### config.mk
export PLATFORM = sky130hd
export DESIGN_NAME = ps2_key_events
export DESIGN_NICKNAME = d
export VERILOG_FILES = /design/src/rtl/ps2_key_pkg.sv /design/src/rtl/ps2_strobe_sync.sv /design/src/rtl/ps2_key_events.sv
export SDC_FILE = /design/constraint.sdc
export NUM_CORES = 1
export LEC_CHECK = 0
export ABC_AREA = 0
export CAP_MARGIN = 20
export CELL_PAD_IN_SITES_DETAIL_PLACEMENT = 1
export CELL_PAD_IN_SITES_GLOBAL_PLACEMENT = 2
export CORE_MARGIN = 3
export CORE_UTILIZATION = 25
export CTS_BUF_LIST = sky130_fd_sc_hd__clkbuf_4 sky130_fd_sc_hd__clkbuf_8
export CTS_CLUSTER_DIAMETER = 100
export DETAILED_ROUTE_END_ITERATION = 10
export PLACE_DENSITY_LB_ADDON = 0.3
export RECOVER_POWER = 50
export REMOVE_ABC_BUFFERS = 1
export SYNTH_ARGS = -nofsm -noshare
export SYNTH_HDL_FRONTEND = slang
export SYNTH_HIERARCHICAL = 1
export SYNTH_SLANG_ARGS = --single-unit
export TNS_END_PERCENT = 100
### constraint.sdc
create_clock -name clk -period 2.2 [get_ports clk]
set_input_delay 0.33 -clock clk [delete_from_list [all_inputs] [get_ports clk]]
set_output_delay 0.33 -clock clk [all_outputs]
set_load 0.1 [all_outputs]
### src/rtl/ps2_key_pkg.sv
// Shared scan-code constants, key indices and decoder state for ps2_key_events.
// Key map helper turns a set-2 code byte into a one-hot {ESC,R,DOWN,UP} mask.
package ps2_key_pkg;

    localparam logic [7:0] SC_EXT  = 8'hE0;
    localparam logic [7:0] SC_BRK  = 8'hF0;
    localparam logic [7:0] SC_UP   = 8'h75;
    localparam logic [7:0] SC_DOWN = 8'h72;
    localparam logic [7:0] SC_R    = 8'h2D;
    localparam logic [7:0] SC_ESC  = 8'h76;

    localparam int KEY_UP   = 0;
    localparam int KEY_DOWN = 1;
    localparam int KEY_R    = 2;
    localparam int KEY_ESC  = 3;

    typedef enum logic [1:0] {
        ST_IDLE    = 2'd0,
        ST_EXT     = 2'd1,
        ST_BRK     = 2'd2,
        ST_EXT_BRK = 2'd3
    } dec_state_t;

    // UP/DOWN ignore the E0 prefix so keypad 8/2 also steer the dino.
    function automatic logic [3:0] key_map(
        input logic [7:0] b,
        input logic       ext
    );
        logic [3:0] m;
        m           = '0;
        m[KEY_UP]   = (b == SC_UP);
        m[KEY_DOWN] = (b == SC_DOWN);
        m[KEY_R]    = (b == SC_R) && !ext;
        m[KEY_ESC]  = (b == SC_ESC) && !ext;
        return m;
    endfunction

endpackage

### src/rtl/ps2_strobe_sync.sv
// Two-flop synchronizer plus edge register for the PS2_driver byte-ready level.
// stb is high for one clk cycle per rising edge of the asynchronous input.
module ps2_strobe_sync (
    input  logic clk,
    input  logic rst,
    input  logic d,
    output logic stb
);

    logic [2:0] s;

    // Shift the raw level through sync stages s[0], s[1] and edge stage s[2].
    always_ff @(posedge clk) begin
        if (!rst) s <= '0;
        else      s <= {s[1:0], d};
    end

    assign stb = s[1] & ~s[2];

endmodule

### src/rtl/ps2_key_events.sv
// Set-2 scan-code decoder: E0/F0 prefixes, held levels and make pulses for UP/DOWN/R/ESC.
// Define KEY_REPEAT_PULSE_EN to let typematic repeats of a held key fire key_press too.
module ps2_key_events
    import ps2_key_pkg::*;
#(
    parameter int TIMEOUT_CYCLES = 2_000_000,
    parameter int TMO_W          = 21
) (
    input  logic       clk,
    input  logic       rst,
    input  logic       ps2_state,
    input  logic [7:0] ps2_byte,
    output logic [3:0] key_held,
    output logic [3:0] key_press,
    output logic       any_press,
    output logic       seq_error
);

    localparam logic [TMO_W-1:0] TMO_LAST = TMO_W'(TIMEOUT_CYCLES - 1);

    logic             stb;
    logic             stb_q;
    logic [7:0]       byte_q;
    dec_state_t       state;
    dec_state_t       state_nxt;
    logic [TMO_W-1:0] tmo_cnt;
    logic [TMO_W-1:0] tmo_nxt;
    logic [3:0]       held_nxt;
    logic [3:0]       press_nxt;
    logic             any_nxt;
    logic             err_nxt;
    logic             do_make;
    logic             do_brk;
    logic             ext;
    logic [3:0]       kmask;

    ps2_strobe_sync u_sync (
        .clk (clk),
        .rst (rst),
        .d   (ps2_state),
        .stb (stb)
    );

    // Capture the byte alongside the strobe; the decoder acts one cycle later.
    always_ff @(posedge clk) begin
        if (!rst) begin
            stb_q  <= 1'b0;
            byte_q <= '0;
        end else begin
            stb_q  <= stb;
            if (stb) byte_q <= ps2_byte;
        end
    end

    // Decoder next state, prefix timeout and key event generation.
    always_comb begin
        state_nxt = state;
        tmo_nxt   = tmo_cnt;
        held_nxt  = key_held;
        press_nxt = '0;
        any_nxt   = 1'b0;
        err_nxt   = 1'b0;
        do_make   = 1'b0;
        do_brk    = 1'b0;
        ext       = (state == ST_EXT) || (state == ST_EXT_BRK);
        kmask     = key_map(byte_q, ext);

        if (stb_q) begin
            tmo_nxt = '0;
            unique case (state)
                ST_IDLE: begin
                    if (byte_q == SC_EXT)      state_nxt = ST_EXT;
                    else if (byte_q == SC_BRK) state_nxt = ST_BRK;
                    else                       do_make   = 1'b1;
                end
                ST_EXT: begin
                    if (byte_q == SC_BRK) begin
                        state_nxt = ST_EXT_BRK;
                    end else if (byte_q == SC_EXT) begin
                        err_nxt = 1'b1;
                    end else begin
                        do_make   = 1'b1;
                        state_nxt = ST_IDLE;
                    end
                end
                ST_BRK, ST_EXT_BRK: begin
                    state_nxt = ST_IDLE;
                    if (byte_q == SC_EXT || byte_q == SC_BRK) err_nxt = 1'b1;
                    else                                      do_brk  = 1'b1;
                end
            endcase
        end else if (state != ST_IDLE) begin
            if (tmo_cnt == TMO_LAST) begin
                err_nxt   = 1'b1;
                state_nxt = ST_IDLE;
                tmo_nxt   = '0;
            end else begin
                tmo_nxt = tmo_cnt + 1'b1;
            end
        end

        if (do_make) begin
            any_nxt = 1'b1;
`ifdef KEY_REPEAT_PULSE_EN
            press_nxt = kmask;
`else
            press_nxt = kmask & ~key_held;
`endif
            held_nxt = key_held | kmask;
        end
        if (do_brk) held_nxt = key_held & ~kmask;
    end

    // State, timeout counter and registered outputs.
    always_ff @(posedge clk) begin
        if (!rst) begin
            state     <= ST_IDLE;
            tmo_cnt   <= '0;
            key_held  <= '0;
            key_press <= '0;
            any_press <= 1'b0;
            seq_error <= 1'b0;
        end else begin
            state     <= state_nxt;
            tmo_cnt   <= tmo_nxt;
            key_held  <= held_nxt;
            key_press <= press_nxt;
            any_press <= any_nxt;
            seq_error <= err_nxt;
        end
    end

endmodule

==> flow_summary.yaml <==
setup_path:
  r2r_start: "state[1]"
  critPathSlowestCell: "or4_1"
  crit_path_max_fanout: 13
  r2r_cells: 4
  cp_num_buf_inv: 0
  cp_top_family: "simple AND/OR/NAND/NOR gates"
  path_cells: "o211ai_1, or4_1, or3_1, a21oi_1"
  cpPeakStageDelay_ns: 0.65
  required_ns: 2.43
  r2r_setup_slack_ns: 0.23
  arrival_ns: 2.20
  r2r-end: "tmo_cnt[20]"
  cp-start-kind: "flip-flop"
  crit_type: "flip-flop to flip-flop"
  setup.worst_path.end_class: "flip-flop"
yosys:
  synth_adder_area_share_pct: 0.640
  seq_area_frac_synth_pct: 46.1
  synth_edf_count: 0
  post_synth_mux_area_share_pct: 4.61
  yosysUniqueCellTypes: 38
  synth_top_family_by_area: "simple AND/OR/NAND/NOR gates"
  synth_compound_area_share_pct: 12.1
  ys_warn_count: 6
  synth_xor_area_share_pct: 4.48
  ys.flop_type: "dfxtp_1"
  synthArstFlopShare_pct: 0
  ys_ff_latch: 45
  syn_inst: 215
  synthSimpleGateAreaFrac_pct: 29.2
  synth_area_per_cell_sq_um: 9.09
  syn_area_sq_um: 1950
place:
  io_buffer_count: 20
  hpwl_microns: 3240
  post-place-cells: 329
  gp_congestion: 0.709
routing:
  viasPerCell: 4.69
  first_pass_iters: 3
  dr_wl_met3_microns: 122
  avgRoutedWirePerCell_microns: 12.9
  vias: 1582
  dr.max_layer_used: "met4"
  wl_met1_microns: 2180
  ant_nets: 0
  dr_wl_met2_microns: 1980
  routed_wl_microns: 4340
  drc: 0
  drt_iter0_drc: 38
die:
  fp.dieArea_sq_um: 8910
  row_count: 31
  boundaryPins: 21
  coreArea_sq_um: 7410
  dieWidth_microns: 94.4
  die_h_microns: 94.4
  initial_utilization_pct: 26.4
sta:
  maxSlewViolCount: 0
  slew-limit-headroom_pct: 22.0
  finClkSkew_ns: 0.0102
  finalCriticalPeriod_ns: 1.97
  hold_viol: 0
  fin_setup_tns_ns: 0
  finalCritPeriodShare_pct: 89.6
  grt_setup_unrepaired: "false"
  report.final.setup_viol: 0
  max_freq_mhz: 507
  worstMarginPinSlew_ns: 1.17
cts:
  cts_tree: "yes"
  clockRootBuffer: "clkbuf_8"
  ctsResizeCount: 0
  path_clk_slew_ns: 0.09
  cts_made_buffers: 5
  clk_latency_ns: 0.30
  clock_path_buffers: 2
  htree_levels: 2
  hold_buffers: 0
  cts_setup_buffers: 0
  cts.sinks: 45
cells_and_area:
  insertedDiodeCount: 0
  nFillCells: 871
  drive_gt1_share_pct: 6.72
  area_delta_synth_final_pct: 17.4
  final_cells: 337
  nets: 249
run_status:
  status: "complete, no violations"
global_route:
  antenna_found_initial: 0
  grt_max_degree: 22
  grt_usage_pct: 10.6
  grt_pass1_wl_microns: 7530
  first_global_vias: 1587
  grt_overflow: 0
pwr:
  switchingPower_mw: 0.324
  p_clk_share_pct: 36.2
  irDropWorstVdd_uv: 209
  comb_power_share_pct: 4.5
  p_sw_share_pct: 23.1
  p_leak_nw: 0.771
  internal_power_mw: 1.08
  pwr_density_cell_nw_per_um2: 610
  p_seq_share_pct: 59.3
worst_hold_path:
  hold_end: "key_press[1]"
  hold_path_depth: 1
  hp-class: "flip-flop to flip-flop"
job:
  cap_violations: 0
==> synthesized netlist by cell type, types with 2 or more instances <==
master | n | area, sq um
or4_1 | 4 | 30.0
or3_1 | 10 | 62.6
o211a_1 | 2 | 20.0
dfxtp_1 | 45 | 901
inv_1 | 4 | 15.0
and2_1 | 7 | 43.8
clkbuf_1 | 7 | 26.3
nor2_1 | 13 | 48.8
xor2_1 | 9 | 78.8
and3_1 | 2 | 12.5
o31ai_1 | 3 | 22.5
a21boi_0 | 4 | 30.0
nor4bb_1 | 2 | 20.0
buf_2 | 3 | 15.0
o21ai_0 | 15 | 75.1
mux2i_1 | 9 | 90.1
nor2b_1 | 12 | 75.1
nor4b_1 | 3 | 26.3
a21oi_1 | 12 | 60.1
nor3_1 | 6 | 30.0
nand4_1 | 10 | 62.6
nand2_1 | 10 | 37.5
nand3_1 | 8 | 40.0
==> cells in the final DEF (no fill, tap or decap), drive strengths merged, types with 2 or more instances in the layout <==
cell type,n
nor2b,13
o31ai,3
or3,11
inv,4
a21boi,4
mux2i,9
o21ai,15
nand2,10
xor2,9
o211a,2
a21oi,12
clkdlybuf4s50,9
nor4bb,2
and2,7
buf,6
and3,2
clkinv,2
dfxtp,45
nand4,11
nor4b,3
or4,4
clkbuf,14
nand3,8
nor3,6
nor2,13
==> worst max-delay path by stage <==
stage	startpoint	end	slack, ns	cells past startpoint
finish	state[1]	tmo_cnt[20]	0.23	4
CTS	state[1]	tmo_cnt[20]	0.20	4
global route	state[1]	tmo_cnt[13]	0.05	5
floorplan	tmo_cnt[0]	tmo_cnt[0]	0.04	5
global placement	state[1]	tmo_cnt[19]	0.28	5
detailed placement	state[1]	tmo_cnt[20]	0.23	4
==> power by group through the flow <==
stage / Clock, mW / Sequential, mW / Combinational (mW)
final: 0.506 / 0.830 / 0.0636
after global routing: 0.565 / 0.832 / 0.0708
after CTS: 0.534 / 0.830 / 0.0665
after detailed placement: 0 / 0.849 / 0.0664
after global placement: 0 / 0.849 / 0.0663
after floorplan: 0 / 0.849 / 0.0292
==> state kept, by name, summed over array words and instances, names as in the netlist, named ones only <==
| signal | flops |
|---|---|
| byte_q | 8 |
| seq_error | 1 |
| key_press | 4 |
| any_press | 1 |
| state | 2 |
| u_sync/s | 3 |
| stb_q | 1 |
| tmo_cnt | 21 |
==> stage by stage <==
step	util (%)	cell area (sq um)	hold slack [ns]	worst slack, ns	total power, mW
2_1_floorplan	-	1910	0.412	0.0438	0.878
3_3_place_gp	30.4	2250	0.416	0.277	0.915
3_5_place_dp	30.4	2250	0.425	0.234	0.916
4_1_cts	31.5	2340	0.446	0.198	1.43
5_1_grt	31.0	2290	0.450	0.0454	1.47
6_report	31.0	2290	0.447	0.229	1.40
==> logic make-up (layout without fill, tap and decap cells) <==
logic type	Yosys count	after routing
adders and majority gates	1	1
xor gates and xnor gates	10	10
AOI/OAI and AO/OA	40	40
and+or+nand+nor	96	96
DFF	45	45
muxes	9	9
buffers and inverters	14	37
==> cell type report <==
type	count	area (sq um)	share of cell area (%)
clock inverters	3	17.5	0.763
multi-input cells	156	997	43.5
repair buffers	25	171	7.47
well taps	99	124	5.40
clock buffers	5	68.8	3.00
flip-flops and latches	45	901	39.3
inverters	4	15.0	0.654
==> worst register-to-register path: stages (launching register included) <==
cell and delay, ns:
dfxtp_1 0.58, o211ai_1 0.15, or4_1 0.65, or3_1 0.39, a21oi_1 0.14
==> metal layers <==
| metal | global-route usage [%] | vias up |
|---|---|---|
| met1 | 14.0 | 748 |
| met5 | 0 | - |
| li1 | - | 813 |
| met3 | 2.39 | 5 |
| met4 | 3.97 | 0 |
| met2 | 16.8 | 16 |
Note: power is estimated with default switching activity, not from simulation.
